`src/rtl/wb_ddr_axi_bridge_pkg.sv`:
```
// Shared types and constants for the Wishbone-to-AXI4 DDR bridge.
// Widths, fixed AXI encodings and the bridge FSM state type live here.
package wb_ddr_axi_bridge_pkg;

    localparam int ID_W   = 4;
    localparam int ADDR_W = 32;
    localparam int DATA_W = 32;
    localparam int SEL_W  = DATA_W / 8;

    localparam logic [1:0] BURST_INCR    = 2'b01;
    localparam logic [2:0] SIZE_4B       = 3'b010;
    localparam logic [1:0] RESP_OKAY     = 2'b00;
    localparam logic [3:0] CACHE_DEFAULT = 4'b0011;

    typedef enum logic [2:0] {
        IDLE,
        WR_REQ,
        WR_RESP,
        RD_REQ,
        RD_RESP,
        DONE
    } state_t;

endpackage

```
`src/rtl/wb_ddr_axi_bridge_if.sv`:
```
// Bundle of the Wishbone slave port and the single-ID AXI4 DDR port.
// The master modport is the bridge view (AXI master); slave is the environment view.
interface wb_ddr_axi_bridge_if;
    import wb_ddr_axi_bridge_pkg::*;

    logic [ADDR_W-1:0] wb_adr_i;
    logic [DATA_W-1:0] wb_dat_i;
    logic [SEL_W-1:0]  wb_sel_i;
    logic              wb_we_i;
    logic              wb_cyc_i;
    logic              wb_stb_i;
    logic [DATA_W-1:0] wb_dat_o;
    logic              wb_ack_o;
    logic              wb_err_o;

    logic [ID_W-1:0]   ddr_awid;
    logic [ADDR_W-1:0] ddr_awaddr;
    logic [7:0]        ddr_awlen;
    logic [2:0]        ddr_awsize;
    logic [1:0]        ddr_awburst;
    logic              ddr_awlock;
    logic [3:0]        ddr_awcache;
    logic [2:0]        ddr_awprot;
    logic [3:0]        ddr_awqos;
    logic              ddr_awvalid;
    logic              ddr_awready;

    logic [DATA_W-1:0] ddr_wdata;
    logic [SEL_W-1:0]  ddr_wstrb;
    logic              ddr_wlast;
    logic              ddr_wvalid;
    logic              ddr_wready;

    logic [ID_W-1:0]   ddr_bid;
    logic [1:0]        ddr_bresp;
    logic              ddr_bvalid;
    logic              ddr_bready;

    logic [ID_W-1:0]   ddr_arid;
    logic [ADDR_W-1:0] ddr_araddr;
    logic [7:0]        ddr_arlen;
    logic [2:0]        ddr_arsize;
    logic [1:0]        ddr_arburst;
    logic              ddr_arlock;
    logic [3:0]        ddr_arcache;
    logic [2:0]        ddr_arprot;
    logic [3:0]        ddr_arqos;
    logic              ddr_arvalid;
    logic              ddr_arready;

    logic [ID_W-1:0]   ddr_rid;
    logic [DATA_W-1:0] ddr_rdata;
    logic [1:0]        ddr_rresp;
    logic              ddr_rlast;
    logic              ddr_rvalid;
    logic              ddr_rready;

    modport master (
        input  wb_adr_i, wb_dat_i, wb_sel_i, wb_we_i, wb_cyc_i, wb_stb_i,
        output wb_dat_o, wb_ack_o, wb_err_o,
        output ddr_awid, ddr_awaddr, ddr_awlen, ddr_awsize, ddr_awburst,
        output ddr_awlock, ddr_awcache, ddr_awprot, ddr_awqos, ddr_awvalid,
        input  ddr_awready,
        output ddr_wdata, ddr_wstrb, ddr_wlast, ddr_wvalid,
        input  ddr_wready,
        input  ddr_bid, ddr_bresp, ddr_bvalid,
        output ddr_bready,
        output ddr_arid, ddr_araddr, ddr_arlen, ddr_arsize, ddr_arburst,
        output ddr_arlock, ddr_arcache, ddr_arprot, ddr_arqos, ddr_arvalid,
        input  ddr_arready,
        input  ddr_rid, ddr_rdata, ddr_rresp, ddr_rlast, ddr_rvalid,
        output ddr_rready
    );

    modport slave (
        output wb_adr_i, wb_dat_i, wb_sel_i, wb_we_i, wb_cyc_i, wb_stb_i,
        input  wb_dat_o, wb_ack_o, wb_err_o,
        input  ddr_awid, ddr_awaddr, ddr_awlen, ddr_awsize, ddr_awburst,
        input  ddr_awlock, ddr_awcache, ddr_awprot, ddr_awqos, ddr_awvalid,
        output ddr_awready,
        input  ddr_wdata, ddr_wstrb, ddr_wlast, ddr_wvalid,
        output ddr_wready,
        output ddr_bid, ddr_bresp, ddr_bvalid,
        input  ddr_bready,
        input  ddr_arid, ddr_araddr, ddr_arlen, ddr_arsize, ddr_arburst,
        input  ddr_arlock, ddr_arcache, ddr_arprot, ddr_arqos, ddr_arvalid,
        output ddr_arready,
        output ddr_rid, ddr_rdata, ddr_rresp, ddr_rlast, ddr_rvalid,
        input  ddr_rready
    );

endinterface

```
`src/rtl/wb_ddr_axi_bridge.sv`:
```
// Wishbone B3 classic slave to AXI4 master: each Wishbone access becomes one
// single-beat AXI write or read; AXI errors and out-of-range addresses give wb_err_o.
module wb_ddr_axi_bridge
    import wb_ddr_axi_bridge_pkg::*;
#(
    parameter logic [ID_W-1:0]   AXI_ID   = 4'h0,
    parameter logic [ADDR_W-1:0] MEM_SIZE = 32'h2000_0000
) (
    input  logic                clk,
    input  logic                rst,
    wb_ddr_axi_bridge_if.master bus
);

    state_t            state;
    state_t            next_state;

    logic [ADDR_W-1:0] adr_q;
    logic [DATA_W-1:0] dat_q;
    logic [SEL_W-1:0]  sel_q;
    logic [DATA_W-1:0] rdata_q;
    logic              aw_done;
    logic              w_done;
    logic              err_q;
    logic              abort_q;

    logic              req;
    logic              out_of_range;
    logic              aw_hs;
    logic              w_hs;
    logic              b_hs;
    logic              ar_hs;
    logic              r_hs;
    logic              b_err;
    logic              r_err;
    logic              aw_all;
    logic              w_all;

    assign req          = bus.wb_cyc_i & bus.wb_stb_i;
    assign out_of_range = (bus.wb_adr_i >= MEM_SIZE);

    assign aw_hs = (state == WR_REQ) & ~aw_done & bus.ddr_awready;
    assign w_hs  = (state == WR_REQ) & ~w_done  & bus.ddr_wready;
    assign b_hs  = (state == WR_RESP) & bus.ddr_bvalid;
    assign ar_hs = (state == RD_REQ)  & bus.ddr_arready;
    assign r_hs  = (state == RD_RESP) & bus.ddr_rvalid;

    // A handshake in the current cycle counts as done, so both channels may finish together.
    assign aw_all = aw_done | aw_hs;
    assign w_all  = w_done  | w_hs;

    assign b_err = (bus.ddr_bresp != RESP_OKAY) | (bus.ddr_bid != AXI_ID);
    assign r_err = (bus.ddr_rresp != RESP_OKAY) | (bus.ddr_rid != AXI_ID) | ~bus.ddr_rlast;

    always_ff @(posedge clk) begin
        if (rst) begin
            state <= IDLE;
        end else begin
            state <= next_state;
        end
    end

    always_comb begin
        next_state = state;
        case (state)
            IDLE: begin
                if (req) begin
                    if (out_of_range) begin
                        next_state = DONE;
                    end else if (bus.wb_we_i) begin
                        next_state = WR_REQ;
                    end else begin
                        next_state = RD_REQ;
                    end
                end
            end
            WR_REQ: begin
                if (aw_all && w_all) begin
                    next_state = WR_RESP;
                end
            end
            WR_RESP: begin
                if (b_hs) begin
                    next_state = DONE;
                end
            end
            RD_REQ: begin
                if (ar_hs) begin
                    next_state = RD_RESP;
                end
            end
            RD_RESP: begin
                if (r_hs) begin
                    next_state = DONE;
                end
            end
            DONE: begin
                next_state = IDLE;
            end
            default: begin
                next_state = IDLE;
            end
        endcase
    end

    // DONE is always followed by IDLE, so a strobe still high during ack cannot re-issue.
    always_comb begin
        bus.ddr_awvalid = 1'b0;
        bus.ddr_wvalid  = 1'b0;
        bus.ddr_bready  = 1'b0;
        bus.ddr_arvalid = 1'b0;
        bus.ddr_rready  = 1'b0;
        bus.wb_ack_o    = 1'b0;
        bus.wb_err_o    = 1'b0;
        case (state)
            WR_REQ: begin
                bus.ddr_awvalid = ~aw_done;
                bus.ddr_wvalid  = ~w_done;
            end
            WR_RESP: begin
                bus.ddr_bready = 1'b1;
            end
            RD_REQ: begin
                bus.ddr_arvalid = 1'b1;
            end
            RD_RESP: begin
                bus.ddr_rready = 1'b1;
            end
            DONE: begin
                if (!abort_q && bus.wb_cyc_i) begin
                    bus.wb_ack_o = ~err_q;
                    bus.wb_err_o = err_q;
                end
            end
            default: begin
            end
        endcase
    end

    always_ff @(posedge clk) begin
        if (rst) begin
            adr_q   <= '0;
            dat_q   <= '0;
            sel_q   <= '0;
            rdata_q <= '0;
            aw_done <= 1'b0;
            w_done  <= 1'b0;
            err_q   <= 1'b0;
            abort_q <= 1'b0;
        end else begin
            case (state)
                IDLE: begin
                    aw_done <= 1'b0;
                    w_done  <= 1'b0;
                    abort_q <= 1'b0;
                    if (req) begin
                        adr_q <= {bus.wb_adr_i[ADDR_W-1:2], 2'b00};
                        dat_q <= bus.wb_dat_i;
                        sel_q <= bus.wb_sel_i;
                        err_q <= out_of_range;
                    end
                end
                WR_REQ: begin
                    if (aw_hs) begin
                        aw_done <= 1'b1;
                    end
                    if (w_hs) begin
                        w_done <= 1'b1;
                    end
                    if (!bus.wb_cyc_i) begin
                        abort_q <= 1'b1;
                    end
                end
                WR_RESP: begin
                    if (b_hs) begin
                        err_q <= b_err;
                    end
                    if (!bus.wb_cyc_i) begin
                        abort_q <= 1'b1;
                    end
                end
                RD_REQ: begin
                    if (!bus.wb_cyc_i) begin
                        abort_q <= 1'b1;
                    end
                end
                RD_RESP: begin
                    // Data of an abandoned read never reaches wb_dat_o.
                    if (r_hs) begin
                        err_q <= r_err;
                        if (!abort_q && bus.wb_cyc_i) begin
                            rdata_q <= bus.ddr_rdata;
                        end
                    end
                    if (!bus.wb_cyc_i) begin
                        abort_q <= 1'b1;
                    end
                end
                default: begin
                end
            endcase
        end
    end

    assign bus.wb_dat_o = rdata_q;

    assign bus.ddr_awid    = AXI_ID;
    assign bus.ddr_awaddr  = adr_q;
    assign bus.ddr_awlen   = 8'd0;
    assign bus.ddr_awsize  = SIZE_4B;
    assign bus.ddr_awburst = BURST_INCR;
    assign bus.ddr_awlock  = 1'b0;
    assign bus.ddr_awcache = CACHE_DEFAULT;
    assign bus.ddr_awprot  = 3'd0;
    assign bus.ddr_awqos   = 4'd0;

    assign bus.ddr_wdata = dat_q;
    assign bus.ddr_wstrb = sel_q;
    assign bus.ddr_wlast = 1'b1;

    assign bus.ddr_arid    = AXI_ID;
    assign bus.ddr_araddr  = adr_q;
    assign bus.ddr_arlen   = 8'd0;
    assign bus.ddr_arsize  = SIZE_4B;
    assign bus.ddr_arburst = BURST_INCR;
    assign bus.ddr_arlock  = 1'b0;
    assign bus.ddr_arcache = CACHE_DEFAULT;
    assign bus.ddr_arprot  = 3'd0;
    assign bus.ddr_arqos   = 4'd0;

endmodule
```
`src/flat_wrapper.sv`:
```
// flat-port wrapper written by rule: the top's interface ports become plain ports
module wb_ddr_axi_bridge_flat import wb_ddr_axi_bridge_pkg::*;
#(
    parameter logic [ID_W-1:0]   AXI_ID   = 4'h0,
    parameter logic [ADDR_W-1:0] MEM_SIZE = 32'h2000_0000
)
  (clk, rst, bus_wb_adr_i, bus_wb_dat_i, bus_wb_sel_i, bus_wb_we_i, bus_wb_cyc_i, bus_wb_stb_i, bus_wb_dat_o, bus_wb_ack_o, bus_wb_err_o, bus_ddr_awid, bus_ddr_awaddr, bus_ddr_awlen, bus_ddr_awsize, bus_ddr_awburst, bus_ddr_awlock, bus_ddr_awcache, bus_ddr_awprot, bus_ddr_awqos, bus_ddr_awvalid, bus_ddr_awready, bus_ddr_wdata, bus_ddr_wstrb, bus_ddr_wlast, bus_ddr_wvalid, bus_ddr_wready, bus_ddr_bid, bus_ddr_bresp, bus_ddr_bvalid, bus_ddr_bready, bus_ddr_arid, bus_ddr_araddr, bus_ddr_arlen, bus_ddr_arsize, bus_ddr_arburst, bus_ddr_arlock, bus_ddr_arcache, bus_ddr_arprot, bus_ddr_arqos, bus_ddr_arvalid, bus_ddr_arready, bus_ddr_rid, bus_ddr_rdata, bus_ddr_rresp, bus_ddr_rlast, bus_ddr_rvalid, bus_ddr_rready);
  wb_ddr_axi_bridge_if bus_i ();
  input  logic clk;
  input  logic rst;
  input wire logic [$bits(bus_i.wb_adr_i)-1:0] bus_wb_adr_i;
  input wire logic [$bits(bus_i.wb_dat_i)-1:0] bus_wb_dat_i;
  input wire logic [$bits(bus_i.wb_sel_i)-1:0] bus_wb_sel_i;
  input wire logic [$bits(bus_i.wb_we_i)-1:0] bus_wb_we_i;
  input wire logic [$bits(bus_i.wb_cyc_i)-1:0] bus_wb_cyc_i;
  input wire logic [$bits(bus_i.wb_stb_i)-1:0] bus_wb_stb_i;
  output wire logic [$bits(bus_i.wb_dat_o)-1:0] bus_wb_dat_o;
  output wire logic [$bits(bus_i.wb_ack_o)-1:0] bus_wb_ack_o;
  output wire logic [$bits(bus_i.wb_err_o)-1:0] bus_wb_err_o;
  output wire logic [$bits(bus_i.ddr_awid)-1:0] bus_ddr_awid;
  output wire logic [$bits(bus_i.ddr_awaddr)-1:0] bus_ddr_awaddr;
  output wire logic [$bits(bus_i.ddr_awlen)-1:0] bus_ddr_awlen;
  output wire logic [$bits(bus_i.ddr_awsize)-1:0] bus_ddr_awsize;
  output wire logic [$bits(bus_i.ddr_awburst)-1:0] bus_ddr_awburst;
  output wire logic [$bits(bus_i.ddr_awlock)-1:0] bus_ddr_awlock;
  output wire logic [$bits(bus_i.ddr_awcache)-1:0] bus_ddr_awcache;
  output wire logic [$bits(bus_i.ddr_awprot)-1:0] bus_ddr_awprot;
  output wire logic [$bits(bus_i.ddr_awqos)-1:0] bus_ddr_awqos;
  output wire logic [$bits(bus_i.ddr_awvalid)-1:0] bus_ddr_awvalid;
  input wire logic [$bits(bus_i.ddr_awready)-1:0] bus_ddr_awready;
  output wire logic [$bits(bus_i.ddr_wdata)-1:0] bus_ddr_wdata;
  output wire logic [$bits(bus_i.ddr_wstrb)-1:0] bus_ddr_wstrb;
  output wire logic [$bits(bus_i.ddr_wlast)-1:0] bus_ddr_wlast;
  output wire logic [$bits(bus_i.ddr_wvalid)-1:0] bus_ddr_wvalid;
  input wire logic [$bits(bus_i.ddr_wready)-1:0] bus_ddr_wready;
  input wire logic [$bits(bus_i.ddr_bid)-1:0] bus_ddr_bid;
  input wire logic [$bits(bus_i.ddr_bresp)-1:0] bus_ddr_bresp;
  input wire logic [$bits(bus_i.ddr_bvalid)-1:0] bus_ddr_bvalid;
  output wire logic [$bits(bus_i.ddr_bready)-1:0] bus_ddr_bready;
  output wire logic [$bits(bus_i.ddr_arid)-1:0] bus_ddr_arid;
  output wire logic [$bits(bus_i.ddr_araddr)-1:0] bus_ddr_araddr;
  output wire logic [$bits(bus_i.ddr_arlen)-1:0] bus_ddr_arlen;
  output wire logic [$bits(bus_i.ddr_arsize)-1:0] bus_ddr_arsize;
  output wire logic [$bits(bus_i.ddr_arburst)-1:0] bus_ddr_arburst;
  output wire logic [$bits(bus_i.ddr_arlock)-1:0] bus_ddr_arlock;
  output wire logic [$bits(bus_i.ddr_arcache)-1:0] bus_ddr_arcache;
  output wire logic [$bits(bus_i.ddr_arprot)-1:0] bus_ddr_arprot;
  output wire logic [$bits(bus_i.ddr_arqos)-1:0] bus_ddr_arqos;
  output wire logic [$bits(bus_i.ddr_arvalid)-1:0] bus_ddr_arvalid;
  input wire logic [$bits(bus_i.ddr_arready)-1:0] bus_ddr_arready;
  input wire logic [$bits(bus_i.ddr_rid)-1:0] bus_ddr_rid;
  input wire logic [$bits(bus_i.ddr_rdata)-1:0] bus_ddr_rdata;
  input wire logic [$bits(bus_i.ddr_rresp)-1:0] bus_ddr_rresp;
  input wire logic [$bits(bus_i.ddr_rlast)-1:0] bus_ddr_rlast;
  input wire logic [$bits(bus_i.ddr_rvalid)-1:0] bus_ddr_rvalid;
  output wire logic [$bits(bus_i.ddr_rready)-1:0] bus_ddr_rready;
  assign bus_i.wb_adr_i = bus_wb_adr_i;
  assign bus_i.wb_dat_i = bus_wb_dat_i;
  assign bus_i.wb_sel_i = bus_wb_sel_i;
  assign bus_i.wb_we_i = bus_wb_we_i;
  assign bus_i.wb_cyc_i = bus_wb_cyc_i;
  assign bus_i.wb_stb_i = bus_wb_stb_i;
  assign bus_wb_dat_o = bus_i.wb_dat_o;
  assign bus_wb_ack_o = bus_i.wb_ack_o;
  assign bus_wb_err_o = bus_i.wb_err_o;
  assign bus_ddr_awid = bus_i.ddr_awid;
  assign bus_ddr_awaddr = bus_i.ddr_awaddr;
  assign bus_ddr_awlen = bus_i.ddr_awlen;
  assign bus_ddr_awsize = bus_i.ddr_awsize;
  assign bus_ddr_awburst = bus_i.ddr_awburst;
  assign bus_ddr_awlock = bus_i.ddr_awlock;
  assign bus_ddr_awcache = bus_i.ddr_awcache;
  assign bus_ddr_awprot = bus_i.ddr_awprot;
  assign bus_ddr_awqos = bus_i.ddr_awqos;
  assign bus_ddr_awvalid = bus_i.ddr_awvalid;
  assign bus_i.ddr_awready = bus_ddr_awready;
  assign bus_ddr_wdata = bus_i.ddr_wdata;
  assign bus_ddr_wstrb = bus_i.ddr_wstrb;
  assign bus_ddr_wlast = bus_i.ddr_wlast;
  assign bus_ddr_wvalid = bus_i.ddr_wvalid;
  assign bus_i.ddr_wready = bus_ddr_wready;
  assign bus_i.ddr_bid = bus_ddr_bid;
  assign bus_i.ddr_bresp = bus_ddr_bresp;
  assign bus_i.ddr_bvalid = bus_ddr_bvalid;
  assign bus_ddr_bready = bus_i.ddr_bready;
  assign bus_ddr_arid = bus_i.ddr_arid;
  assign bus_ddr_araddr = bus_i.ddr_araddr;
  assign bus_ddr_arlen = bus_i.ddr_arlen;
  assign bus_ddr_arsize = bus_i.ddr_arsize;
  assign bus_ddr_arburst = bus_i.ddr_arburst;
  assign bus_ddr_arlock = bus_i.ddr_arlock;
  assign bus_ddr_arcache = bus_i.ddr_arcache;
  assign bus_ddr_arprot = bus_i.ddr_arprot;
  assign bus_ddr_arqos = bus_i.ddr_arqos;
  assign bus_ddr_arvalid = bus_i.ddr_arvalid;
  assign bus_i.ddr_arready = bus_ddr_arready;
  assign bus_i.ddr_rid = bus_ddr_rid;
  assign bus_i.ddr_rdata = bus_ddr_rdata;
  assign bus_i.ddr_rresp = bus_ddr_rresp;
  assign bus_i.ddr_rlast = bus_ddr_rlast;
  assign bus_i.ddr_rvalid = bus_ddr_rvalid;
  assign bus_ddr_rready = bus_i.ddr_rready;
  wb_ddr_axi_bridge #(.AXI_ID(AXI_ID), .MEM_SIZE(MEM_SIZE)) u_core (.clk(clk), .rst(rst), .bus(bus_i));
endmodule
```
`config.mk`:
```
export PLATFORM = sky130hd
export DESIGN_NAME = wb_ddr_axi_bridge_flat
export DESIGN_NICKNAME = d
export VERILOG_FILES = /design/src/rtl/wb_ddr_axi_bridge_pkg.sv /design/src/rtl/wb_ddr_axi_bridge_if.sv /design/src/rtl/wb_ddr_axi_bridge.sv /design/src/flat_wrapper.sv
export SDC_FILE = /design/constraint.sdc
export NUM_CORES = 1
export LEC_CHECK = 0
export ABC_CLOCK_PERIOD_IN_PS = 1400
export BUFFER_PORTS_ARGS = -buffer_cell sky130_fd_sc_hd__buf_2
export CORE_AREA = 4 4 124 126
export CTS_CLUSTER_DIAMETER = 40
export CTS_CLUSTER_SIZE = 12
export DETAILED_ROUTE_END_ITERATION = 10
export DIE_AREA = 0 0 128 130
export PLACE_DENSITY = 0.7
export SLEW_MARGIN = 20
export SYNTH_ARGS = -nofsm -noshare
export SYNTH_HDL_FRONTEND = slang
export SYNTH_SLANG_ARGS = --single-unit
```
`constraint.sdc`:
```
create_clock -name clk -period 1.4 [get_ports clk]
set_input_delay 0.07 -clock clk [delete_from_list [all_inputs] [get_ports clk]]
set_output_delay 0.07 -clock clk [all_outputs]
set_load 0.005 [all_outputs]
```
; Yosys cells after proc, flatten, opt, wreduce, memory -nomap -nowiden
; Index checks and enable logic that the tools add are counted.
[word_totals]
register_bits = 105
inputBits = 123
word_cells = 86
[op_classes]
magnitude_cmp = 1
n_reduce_logical = 19
bitwise = 17
n_eq_ne = 13
muxes = 27
[op_table]
columns = op, n
row1 = 32-bit by 30-bit greater-or-equal comparator with 1-bit output (second input constant), 1
row2 = 3-bit two-way mux, 6
row3 = 1-bit two-way mux, 15
row4 = 3-bit one-hot mux with 5 select lines, 1
row5 = 2-bit by 1-bit inequality test with 1-bit output (second input constant), 6
row6 = 1-bit bitwise AND, 8
row7 = 2-bit AND reduction, 4
row8 = 2-bit nonzero test, 4
row9 = 4-bit nonzero test, 2
row10 = 3-bit by 2-bit equality test with 1-bit output (second input constant), 2
row11 = 3-bit equality test (second input constant), 2
row12 = 1-bit one-hot mux with 2 select lines, 3
row13 = 1-bit bitwise OR, 5
row14 = 5-bit AND reduction, 1
row15 = 2-bit inequality test (second input constant), 2
row16 = 1-bit NOT, 4
row17 = 4-bit AND reduction, 1
row18 = 4-bit OR reduction, 1
row19 = 3-bit by 1-bit equality test with 1-bit output (second input constant), 1
row20 = 3-bit logical NOT, 1
row21 = 1-bit one-hot mux with 3 select lines, 1
row22 = 3-bit AND reduction, 1
row23 = 3-bit nonzero test, 1
row24 = 1-bit logical AND, 2
row25 = 2 further kinds, 2

; Logic depth before layout (Yosys ltp)
; Gate-level depths: netlist of the first run.
[depth]
word_depth = 7
mapped_depth = 7
mapped_depth_nobuf = 4

; Worst setup path after synthesis of the first run
; Ideal clock, no wire load.
[synth_path]
path_kind = register to register
startpoint = register u_core.state[0]
endpoint = register u_core.adr_q[19], in the netlist u_core.bus.ddr_araddr[19]
t_arrival_ns = 1.298
path_buffers = 3
setup_slack_ns = -0.030
path_stages_with_launch = 8
t_required_ns = 1.268
setup_ns = 0.132
path_cell_list = dfxtp_1 > buf_4 > nor3_4 > nand3_1 > buf_2 > buf_1 > nand2_1 > a21oi_1
[synth_via]
elab_chain_len = 2
[synth_rtl]
columns = element, line
row1 = "start, declared", wb_ddr_axi_bridge.sv:14  ; state_t state;
row2 = "start signal, assigned", wb_ddr_axi_bridge.sv:58  ; state <= next_state;
row3 = 3-bit logical NOT, wb_ddr_axi_bridge.sv:150  ; case (state)
row4 = 2-bit AND reduction (no line), --
row5 = "end signal, assigned", wb_ddr_axi_bridge.sv:156  ; adr_q <= {bus.wb_adr_i[ADDR_W-1:2], 2'b00};
row6 = "end, declared", wb_ddr_axi_bridge.sv:17  ; logic [ADDR_W-1:0] adr_q;
; No other way between the ends.
; A chain may end at the register's enable or synchronous reset.

; Worst setup path in the final report of the first run
[layout_path]
startpoint = register u_core.state[1]
endpoint = register u_core.rdata_q[2], in the netlist u_core.bus.wb_dat_o[2]
[layout_via]
elab_chain_len = 3
[layout_rtl]
columns = element, line
row1 = 3-bit equality test (*), "wb_ddr_axi_bridge.sv:45, wb_ddr_axi_bridge.sv:150"
row2 = 1-bit bitwise AND, wb_ddr_axi_bridge.sv:45  ; assign r_hs = (state == RD_RESP) & bus.ddr_rvalid;
row3 = 3-bit AND reduction (no line) (*), --
row4 = "end signal, assigned", wb_ddr_axi_bridge.sv:191  ; rdata_q <= bus.ddr_rdata;
row5 = "end, declared", wb_ddr_axi_bridge.sv:20  ; logic [DATA_W-1:0] rdata_q;
; Every way passes the cells marked *; elsewhere a longest branch is shown, timed or not.

==> results_dict.tcl, run 1 <==
set metrics [dict create \
    place_area_um2 5667 \
    antenna_found_initial 0 \
    clkLatencyLatePin_ns 0.35 \
    timing.fmax_mhz 693.2 \
    cts_made_buffers 9 \
    final_cells 1111 \
    drv_cap 0 \
    async_flop_share 0 \
    dp_cells 977 \
    start_util 0.3216 \
    grt_usage 0.1582 \
    dp_hpwl_mm 9.270 \
    p_total_mw 9.703 \
    grt_first_pass_wirelength_mm 21.27 \
    critPathMaxFanout 16 \
    finalWirelength_mm 16.41 \
    peakVddDrop_uv 705.0 \
    drc 0 \
    fp.dieArea_um2 16640 \
    rsz0062_at_grt "true" \
    multi_input_area_um2 2032 \
    slew_viol_final 0 \
    setup.worst_path.end_class "register" \
    grt.busiest_layer "met2" \
    grt.overflow.total 0 \
    dr.pass1.iters 4 \
    grt_pass1_vias 4364 \
    clkTransAtPathRegs_ns 0.07 \
    yosysWarningCount 0 \
    setup_ws_ns -0.04251 \
    leakage_nw 3.575 \
    clock_sink_count 105 \
    fillers 1264 \
    layout-drive-gt1-share 0.3942 \
    finalWeightedCongestion 0.7469 \
    synth-edff-count 0 \
    drt_iter0_markers 182 \
    clk_path_buf_depth 2 \
    fin_area_um2 7527 \
    port_buffers 255 \
    power.switching_mw 3.163 \
    grt_util_met1 0.1853 \
    rows 44 \
    fp.dieW_um 128 \
    netlist_instances 586 \
    criticalPathCategory "reg -> reg" \
    ioPinCount 321 \
    finalHoldViolCount 0 \
    syn2layout_area_growth_pct 63.52 \
    finalCritPeriodShare 1.030 \
    worstPathRequired_ns 1.67 \
    p_per_area_nw_per_um2 1289 \
    grt_max_degree 52 \
    tritoncts "yes" \
    syn_area_um2 4603 \
    syn_area_per_cell_um2 7.855 \
    arrival_ns 1.72 \
    p_sw_frac 0.3259 \
    synth-seq-area-share 0.4566 \
    die_h_um 130 \
    grt.met3_usage 0.04748 \
    p_clk_frac 0.261 \
    ctsHtreeMaxLevel 3 \
    coreArea_um2 14310 \
    wl_per_cell_um 14.77 \
    regArea_um2 2113 \
    hold_class "in -> reg" \
    grt_util_met2 0.2680 \
    cts-root-buf "clkbuf_16" \
    ys.flop_type "dfxtp_1" \
    ant_nets 0 \
    dr_total_vias 4924 \
    fin_nets 1044 \
    via_per_inst 4.432 \
    combPwrFrac 0.359 \
    period_needed_ns 1.443 \
    start_kind "register" \
    ys_types 34 \
    p_int_mw 6.541 \
    status "finished, violations left" \
    setup_viol 31 \
    finClkSkew_ns 0.006915 \
    pwr-share-seq 0.380 \
    ys_ff_latch 105 \
    violations "setup timing" \
]
[stage by stage]
stage	hold slack, ns	worst slack [ns]	setup TNS, ns	util
2_1_floorplan	0.2060	0.005942	0	-
3_3_place_gp	0.3089	-0.06916	-0.1623	0.3959
3_5_place_dp	0.3146	-0.06556	-2.823	0.3959
4_1_cts	0.01316	-0.03407	-0.7458	0.4896
5_1_grt	0.02569	-0.09959	-7.099	0.5257
6_report	0.02636	-0.04251	-0.3907	0.5259
[cell type report]
type | count | share of cell area
repair buffers | 393 | 0.3782
clock inverters | 6 | 0.007480
multi-input cells | 410 | 0.2699
inverters | 2 | 0.0009973
flip-flops and latches | 105 | 0.2808
well taps | 184 | 0.03059
diodes | 1 | 0.0003324
clock buffers | 10 | 0.03175
[final timing paths]
| path | start | to | slack, ns | cells past startpoint |
|---|---|---|---|---|
| setup / recovery | u_core.state[1]$_SDFFE_PP0P_ | u_core.bus.wb_dat_o[2]$_SDFFE_PP0P_ | -0.04 | 6 |
| hold / removal | bus_ddr_awready | u_core.aw_done$_SDFFE_PP0P_ | 0.03 | 3 |
| setup reg to reg | u_core.state[1]$_SDFFE_PP0P_ | u_core.bus.wb_dat_o[2]$_SDFFE_PP0P_ | -0.04 | 6 |
| hold reg to reg | u_core.bus.ddr_wdata[2]$_SDFFE_PP0P_ | u_core.bus.ddr_wdata[2]$_SDFFE_PP0P_ | 0.45 | 2 |
[cell usage in the layout (no fill, tap or decap), drive strengths merged, types with 2 or more instances in the layout]
| cell | instances |
|---|---|
| nand3 | 2 |
| and3 | 3 |
| clkbuf | 17 |
| dlygate4sd3 | 98 |
| nor2 | 4 |
| o21ai | 3 |
| buf | 288 |
| nand2 | 200 |
| and3b | 2 |
| inv | 6 |
| dfxtp | 105 |
| conb | 63 |
| a211oi | 2 |
| nor3 | 9 |
| nor2b | 2 |
| a21oi | 103 |
| nand2b | 3 |
| nor3b | 2 |
[flip-flops by register name (all words and copies together) (netlist names)]
signal and count:
u_core.state 3, u_core.bus.ddr_araddr 30, u_core.w_done 1, u_core.bus.wb_dat_o 32, u_core.abort_q 1, u_core.bus.ddr_wdata 32
u_core.aw_done 1, u_core.err_q 1, u_core.bus.ddr_wstrb 4
[power groups by stage]
stage / Sequential [mW] / Clock [mW] / Combinational (mW)
3_3_place_gp: 3.70 / 0 / 2.42
2_1_floorplan: 3.67 / 0 / 1.61
4_1_cts: 3.66 / 2.63 / 2.76
6_report: 3.69 / 2.53 / 3.48
5_1_grt: 3.74 / 2.73 / 3.80
3_5_place_dp: 3.72 / 0 / 2.43
[layer usage]
layer  up-vias  share of wire
li1       2400              -
met1      2259           0.37
met2       242           0.51
met3        23          0.095
met4         0          0.022
met5         -              0
[cells by family (layout without fill, tap and decap cells)]
| family | Yosys count | in the layout | synth area share |
|---|---|---|---|
| flip-flops | 105 | 105 | 0.4566 |
| AND/OR/NAND/NOR | 233 | 233 | 0.2101 |
| other | 2 | 64 | 0.001631 |
| multiplexers | 1 | 1 | 0.002175 |
| buffers and inverters | 132 | 411 | 0.2001 |
| AO/OA/AOI/OAI | 113 | 113 | 0.1294 |
[worst max-delay path, cell delays in order, from the launching register on]
cell and delay (ns):
dfxtp_4 0.38, buf_6 0.12, nor3b_4 0.21, and3_4 0.28
clkbuf_16 0.19, nand2_1 0.07, a21oi_1 0.12
[cell usage after synthesis, types with 2 or more instances]
library cell | number | area, µm²
nor2b_1 | 2 | 12.51
and3_1 | 3 | 18.77
conb_1 | 2 | 7.510
clkbuf_1 | 19 | 71.32
dfxtp_1 | 105 | 2102
a21oi_1 | 103 | 515.5
nor2_1 | 4 | 15.01
nand3_1 | 2 | 10.01
and3b_1 | 2 | 17.52
a211oi_1 | 2 | 15.01
buf_2 | 7 | 35.03
inv_1 | 2 | 7.510
nand2_1 | 200 | 750.7
buf_4 | 95 | 713.2
nor3_1 | 8 | 40.04
nand2b_1 | 3 | 18.77
buf_6 | 8 | 90.09
o21ai_0 | 3 | 15.01
[repair_timing]
action	in CTS	in global routing
resized for setup	14	64
hold buffers	98	0
buffers inserted	3	5
setup endpoints to repair	109	108
pin swaps	3	17
cloned	0	11
hold endpoints to repair	98	0
Note: power is estimated with default switching activity, not from simulation.
==> run 2: changes to the inputs <==
--- a/config.mk
+++ b/config.mk
@@ -5,14 +5,15 @@
 export SDC_FILE = /design/constraint.sdc
 export NUM_CORES = 1
 export LEC_CHECK = 0
+export ABC_AREA = 1
 export ABC_CLOCK_PERIOD_IN_PS = 1400
 export BUFFER_PORTS_ARGS = -buffer_cell sky130_fd_sc_hd__buf_2
-export CORE_AREA = 4 4 124 126
+export CORE_AREA = 4 4 122 124
 export CTS_CLUSTER_DIAMETER = 40
 export CTS_CLUSTER_SIZE = 12
 export DETAILED_ROUTE_END_ITERATION = 10
-export DIE_AREA = 0 0 128 130
-export PLACE_DENSITY = 0.7
+export DIE_AREA = 0 0 126 128
+export PLACE_DENSITY = 0.75
 export SLEW_MARGIN = 20
 export SYNTH_ARGS = -nofsm -noshare
 export SYNTH_HDL_FRONTEND = slang
==> results_dict.tcl, run 2 <==
set metrics [dict create \
    status "finished, violations left" \
    violations "setup timing" \
    slowest_delay_ns 0.36 \
    criticalPathCategory "reg -> reg" \
    yosys-top-cells-count "dfxtp_1, buf_4, nor2_1" \
    p_per_area_nw_per_um2 1331 \
    start_util 0.3624 \
    setup_ws_ns -0.002882 \
    tritoncts "yes" \
    cts-root-buf "clkbuf_16" \
    syn_area_per_cell_um2 8.011 \
    grt_max_degree 69 \
    ys_types 29 \
    arrival_ns 1.62 \
    pwr-share-seq 0.357 \
    antenna_found_initial 0 \
    worstPathRequired_ns 1.62 \
    finalCoreUtilization 0.5566 \
    start_kind "register" \
    clkTransAtPathRegs_ns 0.07 \
    dp_cells 1003 \
    synth_area_leader_cell "dfxtp_1" \
    grt_pass1_vias 4819 \
    regArea_um2 2111 \
    p_int_mw 6.604 \
    path_cells "buf_6 > nor2_4 > nand2_4 > clkinv_8 > nand2_8 > clkbuf_16 > nand2_1 > a21oi_1" \
    slowest_stage "dfxtp_4" \
    peakVddDrop_uv 563.9 \
    ant_nets 0 \
    rsz0062_at_grt "true" \
    clock_sink_count 105 \
    via_per_inst 4.627 \
    dp_hpwl_mm 9.999 \
    slew_viol_final 0 \
    critical_path.endpoint "u_core.bus.ddr_araddr[3]$_SDFFE_PP0P_" \
    layout-drive-gt1-share 0.4293 \
    yosysWarningCount 0 \
    synth_area_leaders "dfxtp_1, buf_4, nand3_1" \
    die_h_um 128 \
    layout_commonest_cell "buf_2" \
    rows 43 \
    power.switching_mw 3.596 \
    async_flop_share 0 \
    syn_area_um2 4991 \
    ioPinCount 321 \
    drt_iter0_markers 216 \
    clkLatencyLatePin_ns 0.35 \
    synth_top_area_share 0.4212 \
    period_needed_ns 1.403 \
    grt_usage 0.1841 \
    dr_total_vias 5219 \
    ctsHtreeMaxLevel 3 \
    fp.dieW_um 126 \
    r2r-end "u_core.bus.ddr_araddr[3]$_SDFFE_PP0P_" \
    final_cells 1128 \
    ys.flop_type "dfxtp_1" \
    leakage_nw 3.615 \
    grt_first_pass_wirelength_mm 24.16 \
    rrSetupSlack_ns -0.003 \
    drc 0 \
    p_clk_frac 0.241 \
    fin_nets 1066 \
    layout_common_cells "buf_2, dfxtp_1, dlygate4sd3_1" \
    multi_input_area_um2 2236 \
    wl_per_cell_um 15.14 \
    finalWeightedCongestion 0.7647 \
    fp.dieArea_um2 16130 \
    drv_cap 0 \
    synth-seq-area-share 0.4212 \
    fillers 1176 \
    finalHoldViolCount 0 \
    combPwrFrac 0.401 \
    startpoint "u_core.state[1]$_SDFFE_PP0P_" \
    finClkSkew_ns 0.007854 \
    p_sw_frac 0.3525 \
    critPathMaxFanout 8 \
    finalWirelength_mm 17.08 \
    netlist_instances 623 \
    regToRegStartpoint "u_core.state[1]$_SDFFE_PP0P_" \
    syn2layout_area_growth_pct 53.60 \
    clk_path_buf_depth 2 \
    hold_class "in -> reg" \
    diodes 0 \
    timing.fmax_mhz 712.8 \
    coreArea_um2 13770 \
    grt.overflow.total 0 \
    finalCritPeriodShare 1.002 \
    path_delay_family "buffers and inverters" \
    path_depth 8 \
    synth.most_common_cell "dfxtp_1" \
    rr_worst_depth 8 \
    dr.pass1.iters 4 \
    setup_viol 1 \
    crit_buf_inv 3 \
    cts_made_buffers 9 \
    setup.worst_path.end_class "register" \
    synth-edff-count 0 \
    port_buffers 255 \
    ys_ff_latch 105 \
]
==> run 2: cell count changes after synthesis, moves of 4 or more <==
cell | previous run | this run
a21oi_1 | 103 | 50
a21oi_2 | 0 | 20
buf_2 | 7 | 13
clkbuf_1 | 19 | 12
inv_1 | 2 | 14
nand2_1 | 200 | 77
nand2_2 | 0 | 10
nand3_1 | 2 | 66
nand3_2 | 0 | 10
nor2_1 | 4 | 84
nor3_1 | 8 | 2
o21ai_0 | 3 | 30
o21ai_1 | 0 | 4
==> run 2: worst register-to-register path: stages (launching register included) <==
cell and delay [ns]:
dfxtp_4 0.36, buf_6 0.12, nor2_4 0.14, nand2_4 0.09, clkinv_8 0.11, nand2_8 0.12, clkbuf_16 0.20, nand2_1 0.07
a21oi_1 0.06
==> run 2: layout make-up <==
cell class | instances | area share
clock buffers | 10 | 0.02987
clock inverters | 6 | 0.007834
inverters | 20 | 0.01208
multi-input cells | 426 | 0.2917
flip-flops and latches | 105 | 0.2753
well taps | 180 | 0.02938
repair buffers | 381 | 0.3538
==> run 2: power by group through the flow <==
stage	registers (mW)	logic (mW)	clock network (mW)
finish	3.64	4.09	2.46
global route	3.69	4.44	2.67
global placement	3.64	2.85	0
detailed placement	3.66	2.88	0
CTS	3.60	3.18	2.54
floorplan	3.67	2.17	0
==> run 2: stage by stage <==
| stage | power (mW) | setup TNS, ns | instance area, µm² | hold slack, ns | setup WS, ns |
|---|---|---|---|---|---|
| after floorplan | 5.832 | 0 | 5220 | 0.2087 | 0.1369 |
| final | 10.20 | -0.002882 | 7666 | 0.007268 | -0.002882 |
| after detailed placement | 6.531 | 0 | 5934 | 0.3207 | 0.007873 |
| after CTS | 9.320 | -0.001683 | 7232 | 0.003414 | -0.001683 |
| after global placement | 6.491 | 0 | 5934 | 0.3114 | 0.04567 |
| after global routing | 10.80 | -0.8041 | 7666 | 0.01461 | -0.07017 |
==> run 2: kinds of logic (layout without fill, tap and decap cells) <==
kind of cell	after synthesis	in the layout	share of synthesized area
compound gates	105	105	0.1211
buf+inv	153	417	0.2138
flops	105	105	0.4212
other cells	2	63	0.001505
simple gates	258	258	0.2424
==> run 2: how the worst min path moves through the flow <==
stage,slack [ns],to,cells past startpoint,from
finish,0.007,u_core.bus.ddr_wstrb[2]$_SDFFE_PP0P_,3,bus_wb_sel_i[2]
global route,0.01,u_core.bus.ddr_araddr[4]$_SDFFE_PP0P_,3,bus_wb_adr_i[4]
CTS,0.003,u_core.bus.ddr_araddr[7]$_SDFFE_PP0P_,3,bus_wb_adr_i[7]
detailed placement,0.32,u_core.bus.wb_dat_o[27]$_SDFFE_PP0P_,3,bus_ddr_rdata[27]
global placement,0.31,u_core.bus.wb_dat_o[25]$_SDFFE_PP0P_,3,bus_ddr_rdata[25]
floorplan,0.21,u_core.aw_done$_SDFFE_PP0P_,2,bus_ddr_awready
==> run 2: layer usage <==
metal / up-vias / part of all wire / wire (µm) / GRT usage
li1: 2498 / - / - / -
met1: 2429 / 0.37 / 6372 / 0.2083
met2: 264 / 0.52 / 8857 / 0.3302
met3: 28 / 0.087 / 1480 / 0.04833
met4: 0 / 0.022 / 373 / 0.07319
met5: - / 0 / 0 / 0
==> run 2: repair_timing <==
action | in CTS | in global routing
pin swaps | 2 | 5
endpoints found under the setup margin | 8 | 82
endpoints found under the hold margin | 95 | 0
hold buffers | 95 | 0
setup buffers | 3 | 2
cloned | 0 | 9
gates resized for setup | 13 | 67
==> run 3: changes to the inputs <==
--- a/config.mk
+++ b/config.mk
@@ -14,6 +14,7 @@
 export DETAILED_ROUTE_END_ITERATION = 10
 export DIE_AREA = 0 0 126 128
 export PLACE_DENSITY = 0.75
+export REMOVE_ABC_BUFFERS = 1
 export SLEW_MARGIN = 20
 export SYNTH_ARGS = -nofsm -noshare
 export SYNTH_HDL_FRONTEND = slang
==> results_dict.tcl, run 3 (synthesized netlist as in run 2, its figures left out) <==
set metrics [dict create \
    start_util 0.3624 \
    slowest_delay_ns 0.36 \
    timing.fmax_mhz 719.8 \
    p_per_area_nw_per_um2 1326 \
    clkLatencyLatePin_ns 0.35 \
    via_per_inst 4.577 \
    setup_ws_ns 0.01072 \
    finalCritPeriodShare 0.9923 \
    rrSetupSlack_ns 0.01 \
    worstPathRequired_ns 1.62 \
    cts-root-buf "clkbuf_16" \
    drv_cap 0 \
    ant_nets 0 \
    finClkSkew_ns 0.007891 \
    wl_per_cell_um 15.01 \
    setup_viol 0 \
    grt_max_degree 69 \
    drt_iter0_markers 227 \
    grt_first_pass_wirelength_mm 24.09 \
    finalHoldViolCount 0 \
    coreArea_um2 13770 \
    dr_total_vias 5177 \
    crit_buf_inv 3 \
    layout-drive-gt1-share 0.4101 \
    status "finished, final reports clean" \
    clock_sink_count 105 \
    tritoncts "yes" \
    fp.dieArea_um2 16130 \
    peakVddDrop_uv 1018 \
    diodes 0 \
    clk_path_buf_depth 2 \
    ctsHtreeMaxLevel 3 \
    rsz0062_at_grt "true" \
    start_kind "register" \
    critPathMaxFanout 7 \
    path_delay_family "buffers and inverters" \
    layout_common_cells "buf_2, dfxtp_1, dlygate4sd3_1" \
    antenna_found_initial 1 \
    grt_usage 0.1821 \
    slowest_stage "dfxtp_4" \
    period_needed_ns 1.389 \
    setup.worst_path.end_class "register" \
    arrival_ns 1.61 \
    dp_hpwl_mm 10.27 \
    criticalPathCategory "reg -> reg" \
    hold_class "in -> reg" \
    syn2layout_area_growth_pct 52.87 \
    p_total_mw 10.12 \
    layout_commonest_cell "buf_2" \
    pre_cts_slack_ns -0.03758 \
    port_buffers 255 \
    place_area_um2 5942 \
    fin_nets 1069 \
    grt.overflow.total 0 \
    cts_made_buffers 9 \
    dr.pass1.iters 5 \
    ioPinCount 321 \
    grt_pass1_vias 4793 \
    finalWeightedCongestion 0.8365 \
    clkTransAtPathRegs_ns 0.08 \
    fin_area_um2 7630 \
    finalCoreUtilization 0.5540 \
    finalWirelength_mm 16.97 \
    leakage_nw 3.620 \
    drc 0 \
    slew_viol_final 0 \
    path_cells "buf_6 > nor2_4 > nand2_4 > clkinv_8 > nand2_8 > clkbuf_16 > nand2_2 > a21oi_1" \
    die_h_um 128 \
    rows 43 \
    hold_ws_ns 0.006890 \
    fp.dieW_um 126 \
]
-- run 3: cell types whose count changed in the layout (fill, tap and decap cells not counted), sizes merged --
| cell | previous run | this run |
|---|---|---|
| dlygate4sd3 | 95 | 96 |
| buf | 280 | 282 |
| nand2 | 90 | 91 |
| clkbuf | 16 | 14 |
| bufinv | 0 | 1 |
-- run 3: final cells by class --
| class | count | area, µm² |
|---|---|---|
| clock inverter | 7 | 86.33 |
| fill | 1208 | 6143 |
| clock buffer | 9 | 225.2 |
| tap | 180 | 225.2 |
| multi-input combinational | 427 | 2191 |
| sequential | 105 | 2110 |
| inverter | 20 | 92.59 |
| timing repair buffer | 383 | 2700 |
-- run 3: worst paths after layout --
kind	from	endpoint	depth (start not counted)
min	bus_ddr_rdata[9]	u_core.bus.wb_dat_o[9]$_SDFFE_PP0P_	3
max	u_core.state[1]$_SDFFE_PP0P_	u_core.bus.ddr_araddr[8]$_SDFFE_PP0P_	8
max reg2reg	u_core.state[1]$_SDFFE_PP0P_	u_core.bus.ddr_araddr[8]$_SDFFE_PP0P_	8
min reg2reg	u_core.bus.ddr_wstrb[2]$_SDFFE_PP0P_	u_core.bus.ddr_wstrb[2]$_SDFFE_PP0P_	2
-- run 3: per-layer routing --
metal,part of all wire,track usage,vias to the layer above
met2,0.51,0.3199,258
met1,0.38,0.2113,2362
met3,0.090,0.05917,37
li1,-,-,2518
met4,0.020,0.05615,2
met5,0.00071,0,-
-- run 3: timing repair --
item | CTS | global route
setup buffers | 3 | 3
pin swaps | 2 | 5
endpoints found under the setup margin | 39 | 70
resized for setup | 19 | 40
gates cloned | 0 | 9
hold endpoints to repair | 96 | 0
hold buffers | 96 | 0
-- run 3: worst min-delay path: stages --
cell     delay [ns]
buf_2          0.10
o21ai_0        0.08
nor2_1         0.07
-- run 3: through the flow --
step / instances / TNS [ns]
2_1_floorplan: 551 / -56.64
3_3_place_gp: 1004 / 0
3_5_place_dp: 1004 / -0.1746
4_1_cts: 1119 / -0.1795
5_1_grt: 1131 / -0.8367
6_report: 1131 / 0
-- run 3: report_power, final --
part	internal [mW]	total, mW	switching (mW)
sequential	3.37	3.63	0.254
combinational	1.77	3.83	2.06
clock	1.43	2.66	1.23
total	6.57	10.1	3.55
